**src/rtl/fetch_unit_pkg.sv**
```systemverilog
// Shared widths and reset defaults for the fetch stage and its instruction memory.
package fetch_unit_pkg;

  // Instruction word width; matches the instr_mem data port.
  localparam int unsigned INST_W = 32;

  localparam int unsigned DEF_PC_W     = 32;
  localparam int unsigned DEF_RESET_PC = 0;

endpackage

```
**src/rtl/fetch_unit_fifo.sv**
```systemverilog
// In-order instruction buffer: DEPTH entries, push/pop/flush, and push+pop in the same cycle when full.
module fetch_unit_fifo #(
  parameter int unsigned DEPTH = 2,
  parameter int unsigned W     = 64
) (
  input  logic         clk,
  input  logic         rst,
  input  logic         flush,
  input  logic         push,
  input  logic         pop,
  input  logic [W-1:0] wdata,
  output logic [W-1:0] rdata,
  output logic         empty,
  output logic         full
);

  localparam int unsigned PTR_W = $clog2(DEPTH);
  localparam int unsigned CNT_W = $clog2(DEPTH) + 1;
  localparam logic [CNT_W-1:0] FULL_CNT = CNT_W'(DEPTH);

  logic [W-1:0]     mem [DEPTH];
  logic [PTR_W-1:0] wr_ptr;
  logic [PTR_W-1:0] rd_ptr;
  logic [CNT_W-1:0] count;

  assign empty = (count == '0);
  assign full  = (count == FULL_CNT);
  assign rdata = mem[rd_ptr];

  // Storage is only cleared on reset so id_* never shows X; a flush just rewinds the pointers.
  always_ff @(posedge clk) begin
    if (rst) begin
      for (int i = 0; i < int'(DEPTH); i++) begin
        mem[i] <= '0;
      end
    end else if (!flush && push) begin
      mem[wr_ptr] <= wdata;
    end
  end

  always_ff @(posedge clk) begin
    if (rst || flush) begin
      wr_ptr <= '0;
      rd_ptr <= '0;
      count  <= '0;
    end else begin
      if (push) begin
        wr_ptr <= wr_ptr + 1'b1;
      end
      if (pop) begin
        rd_ptr <= rd_ptr + 1'b1;
      end
      case ({push, pop})
        2'b10:   count <= count + 1'b1;
        2'b01:   count <= count - 1'b1;
        default: count <= count;
      endcase
    end
  end

endmodule

```
**src/rtl/fetch_unit.sv**
```systemverilog
// Instruction-fetch stage: owns the word-addressed PC, buffers fetched words and hands them to decode over valid/ready.
module fetch_unit
  import fetch_unit_pkg::*;
#(
  parameter int unsigned     PC_W     = DEF_PC_W,
  parameter int unsigned     DEPTH    = 2,
  parameter logic [PC_W-1:0] RESET_PC = PC_W'(DEF_RESET_PC)
) (
  input  logic              clk,
  input  logic              rst,
  input  logic              fetch_en,
  output logic [PC_W-1:0]   imem_pc,
  input  logic [INST_W-1:0] imem_inst,
  input  logic              redirect_valid,
  input  logic [PC_W-1:0]   redirect_pc,
  output logic              id_valid,
  output logic [INST_W-1:0] id_inst,
  output logic [PC_W-1:0]   id_pc,
  input  logic              id_ready
);

  logic [PC_W-1:0] pc_q;
  logic            deq;
  logic            pop;
  logic            fetch;
  logic            buf_empty;
  logic            buf_full;

  assign imem_pc  = pc_q;
  assign id_valid = ~buf_empty;
  assign deq      = id_valid & id_ready;

  // A redirect kills any same-cycle acceptance; the flush discards the head anyway.
  assign pop   = deq & ~redirect_valid;
  assign fetch = fetch_en & ~redirect_valid & (~buf_full | deq);

  always_ff @(posedge clk) begin
    if (rst) begin
      pc_q <= RESET_PC;
    end else if (redirect_valid) begin
      pc_q <= redirect_pc;
    end else if (fetch) begin
      pc_q <= pc_q + 1'b1;
    end
  end

  fetch_unit_fifo #(
    .DEPTH (DEPTH),
    .W     (PC_W + INST_W)
  ) u_fifo (
    .clk   (clk),
    .rst   (rst),
    .flush (redirect_valid),
    .push  (fetch),
    .pop   (pop),
    .wdata ({pc_q, imem_inst}),
    .rdata ({id_pc, id_inst}),
    .empty (buf_empty),
    .full  (buf_full)
  );

endmodule

```
**config.mk**
```make
export PLATFORM = sky130hd
export DESIGN_NAME = fetch_unit
export DESIGN_NICKNAME = d
export VERILOG_FILES = /design/src/rtl/fetch_unit_pkg.sv /design/src/rtl/fetch_unit_fifo.sv /design/src/rtl/fetch_unit.sv
export SDC_FILE = /design/constraint.sdc
export NUM_CORES = 1
export LEC_CHECK = 0
export BUFFER_PORTS_ARGS = -buffer_cell sky130_fd_sc_hd__buf_2
export CAP_MARGIN = 30
export CORE_UTILIZATION = 45
export DETAILED_ROUTE_END_ITERATION = 10
export MAX_ROUTING_LAYER = met4
export PLACE_DENSITY_LB_ADDON = 0.25
export SLEW_MARGIN = 10
export SYNTH_ARGS = -nofsm -noshare
export SYNTH_HDL_FRONTEND = slang
export SYNTH_SLANG_ARGS = --single-unit
```
**constraint.sdc**
```tcl
create_clock -name clk -period 4.1 [get_ports clk]
set_input_delay 0.82 -clock clk [delete_from_list [all_inputs] [get_ports clk]]
set_output_delay 0.82 -clock clk [all_outputs]
set_load 0.01 [all_outputs]
```
==> flow_summary.toml <==
[timing]
final_period_minus_worst_setup_slack_ns = 2.789
relSlewSlack = 0.3953
finalHoldViolCount = 0
rsz0062_at_grt = "false"
timing.final.setup_violations = 0
final.setup_skew_ns = 0.009149
maxSlewViolCount = 0
max_slew.worst_pin.slew_ns = 0.9071
finalSetupTns_ns = 0
finalCritPeriodShare = 0.6804
fmax_mhz = 358.5

[grt]
grt_start_max_net_pins = 66
number_of_antenna_violations_at_the_first_check_in_global_routing = 0
grt_first_pass_wirelength_microns = 30440
grt_pass1_vias = 5654
global_route.usage.total = 0.2290
globalRoute.totalOverflow = 0

[detailed_routing]
met1_length_microns = 8707
top_layer_in_use = "met4"
detail_route.first_pass.iterations = 6
wl_per_cell_microns = 18.95
wl_microns = 19350
met2_wirelength_microns = 9115
routed_via_density = 5.730
detail_route.iter0.violations = 501
routed-via-count = 5850
total_length_of_routed_met3_wires_microns = 1288
route.detailed.drc = 0
antenna_left = 0

[critical_path]
crit-reg2reg-capture = "u_fifo.mem[0][34]$_SDFFCE_PN0P_"
timing_worst_setup_path_type = "register to output pin"
endpoint_kind = "output pin"
worstPathMaxFanout = 64
critical_path.cell_chain = "mux2_2 > buf_2"
worstSetupEndpoint = "id_inst[19]"
critPathMaxStageDelay_ns = 0.95
worst_r2r_start = "u_fifo.count[0]$_SDFFE_PP0P_"
crit_path_top_delay_cell = "sky130_fd_sc_hd__dfxtp_4"
timing.reg2reg.worst_path_depth = 5
worst-r2r-setup-slack_ns = 1.61
critPathRequiredTime_ns = 3.28
arrival_time_of_the_worst_setup_path_ns = 1.97
critPathLaunchType = "register"

[synth]
avgSynthCellArea_sq_um = 12.12
mappedNetlistNets = 713
synth.cell_area_sq_um = 7784
netlist.area_leader.share = 0.4938
total_number_of_yosys_warnings = 0
synthTopCellsByArea = "sky130_fd_sc_hd__edfxtp_1, sky130_fd_sc_hd__dfxtp_1, sky130_fd_sc_hd__mux2_2"
synthFlopType = "sky130_fd_sc_hd__edfxtp_1"
synthCells = 642
yosys.cell_types.count = 55
synth.ff_latch_count = 165
post-synth-top-count-cell = "sky130_fd_sc_hd__edfxtp_1"
top_post_synthesis_cells_by_count = "sky130_fd_sc_hd__edfxtp_1, sky130_fd_sc_hd__and3_1, sky130_fd_sc_hd__and2_1, sky130_fd_sc_hd__mux2_2, sky130_fd_sc_hd__clkbuf_1"
share_of_the_yosys_chip_area_belonging_to_registers = 0.5890
synth_enable_flop_cells = 128
synthArstFlopShare = 0
largest_area_contributor_in_the_synthesized_netlist = "sky130_fd_sc_hd__edfxtp_1"

[die]
io_pins = 166
initial_utilization = 0.4644
die_area_sq_um = 17830
fp.dieH_microns = 133.5
fp.coreArea_sq_um = 16760
chipWidth_microns = 133.5
row_count = 47

[hold_path]
hold_path_startpoint = "u_fifo.rd_ptr$_SDFFE_PP0P_"
worstHoldPathType = "register to register"

[pwr]
cellPowerDensity_nw_per_um2 = 407.0
p_leak_nw = 3.960
p_total_mw = 3.823
vdd_drop_max_mv = 0.3149

[layout]
number_of_antenna_repair_diodes = 0
fill_cells = 1444
post_route_cells_drive_above_1_share = 0.3458
syn_to_final_growth_pct = 20.67
ff_latch_area_sq_um = 4589
finalNetCount = 860
total_area_of_multi_input_combinational_cells_sq_um = 2995

[placement]
place.port_buffers = 165
dpl.hpwl_microns = 12020
place_congestion = 0.9040

[cts]
clkSinkCount = 165
tritoncts = "built"
clock_tree.htree_level_count = 4
cts_root_buf = "sky130_fd_sc_hd__clkbuf_16"
ctsResizeCount = 0
post_cts_setup_buffer_count = 0
worstSkewPairLatency_ns = 0.42
cts.reportedPaths.clkPinSlew_ns = 0.06
hold_buffers = 0
cts.path.max_buffers = 2
numCtsBuffers = 17

[outcome]
run_status = "finished, final reports clean"

[flow_run]
maxCapViolations = 0
-- cell usage in the layout, fill, tap and decap left out, types with 6 or more instances in the layout --
cell type	netlist	layout
sky130_fd_sc_hd__xnor2_1	6	6
sky130_fd_sc_hd__nand2_1	23	23
sky130_fd_sc_hd__inv_1	11	11
sky130_fd_sc_hd__mux2_2	64	64
sky130_fd_sc_hd__o21ai_0	8	8
sky130_fd_sc_hd__or3_1	9	9
sky130_fd_sc_hd__a311oi_1	14	14
sky130_fd_sc_hd__clkbuf_16	0	17
sky130_fd_sc_hd__and4_1	9	9
sky130_fd_sc_hd__and3_1	72	72
sky130_fd_sc_hd__buf_4	0	8
sky130_fd_sc_hd__a211oi_1	9	9
sky130_fd_sc_hd__buf_2	3	166
sky130_fd_sc_hd__nand4_1	18	18
sky130_fd_sc_hd__nand3_1	9	9
sky130_fd_sc_hd__edfxtp_1	128	128
sky130_fd_sc_hd__nor2_1	31	31
sky130_fd_sc_hd__nor4_1	10	10
sky130_fd_sc_hd__and2_1	64	64
sky130_fd_sc_hd__dfxtp_1	37	35
-- power breakdown --
| group | internal (mW) | total, mW | switching [mW] |
|---|---|---|---|
| logic | 0.151 | 0.346 | 0.196 |
| registers | 1.89 | 1.96 | 0.0721 |
| clock network | 0.886 | 1.52 | 0.630 |
| total | 2.93 | 3.82 | 0.898 |
-- layout make-up --
type,count,share of cell area
Multi-Input combinational cell,417,0.3189
Clock buffer,21,0.04689
Tap cell,220,0.02931
Sequential cell,165,0.4886
Inverter,12,0.004796
Timing Repair Buffer,176,0.09991
Clock inverter,10,0.01159
-- flip-flops by register name, summed over array words and instances, names as in the netlist, named ones only --
register       flops
u_fifo.rd_ptr      1
u_fifo.wr_ptr      1
u_fifo.mem       128
imem_pc           32
u_fifo.count       2
-- layer usage --
layer | GRT usage | vias up
met3 | 0.03653 | 18
li1 | - | 2724
met4 | 0.07134 | 0
met5 | - | -
met1 | 0.3072 | 2874
met2 | 0.3571 | 234
-- metrics by stage --
stage / utilization / area, sq um / setup slack, ns / std cells / hold slack [ns]
2_1_floorplan: - / 7784 / 0.5624 / 642 / 0.4700
3_3_place_gp: 0.5245 / 8791 / 1.112 / 987 / 0.4813
3_5_place_dp: 0.5248 / 8796 / 1.051 / 988 / 0.5025
4_1_cts: 0.5576 / 9345 / 1.251 / 1019 / 0.5140
5_1_grt: 0.5604 / 9393 / 1.220 / 1021 / 0.5424
6_report: 0.5604 / 9393 / 1.311 / 1021 / 0.5188
-- worst min path at each step --
stage          cells past startpoint                            to
2_1_floorplan                      2  u_fifo.count[1]$_SDFFE_PP0P_
3_3_place_gp                       2  u_fifo.count[1]$_SDFFE_PP0P_
3_5_place_dp                       2    u_fifo.rd_ptr$_SDFFE_PP0P_
4_1_cts                            2  u_fifo.count[1]$_SDFFE_PP0P_
5_1_grt                            2    u_fifo.rd_ptr$_SDFFE_PP0P_
6_report                           2    u_fifo.rd_ptr$_SDFFE_PP0P_
-- kinds of logic after synthesis --
kind of cell | Yosys count | share of synthesized area
compound gates | 68 | 0.06719
xor+xnor | 10 | 0.01125
fa+ha+maj | 2 | 0.003214
buf+inv | 60 | 0.02958
flops | 165 | 0.5890
mux | 64 | 0.09259
simple gates | 273 | 0.2072
-- critical path: cells and delay by family, from the launching register on --
kind	cells	cell delay (ns)
buffers and inverters	1	0.14
DFF	1	0.95
muxes	1	0.43
No activity file was read; power rests on OpenSTA's default activity.
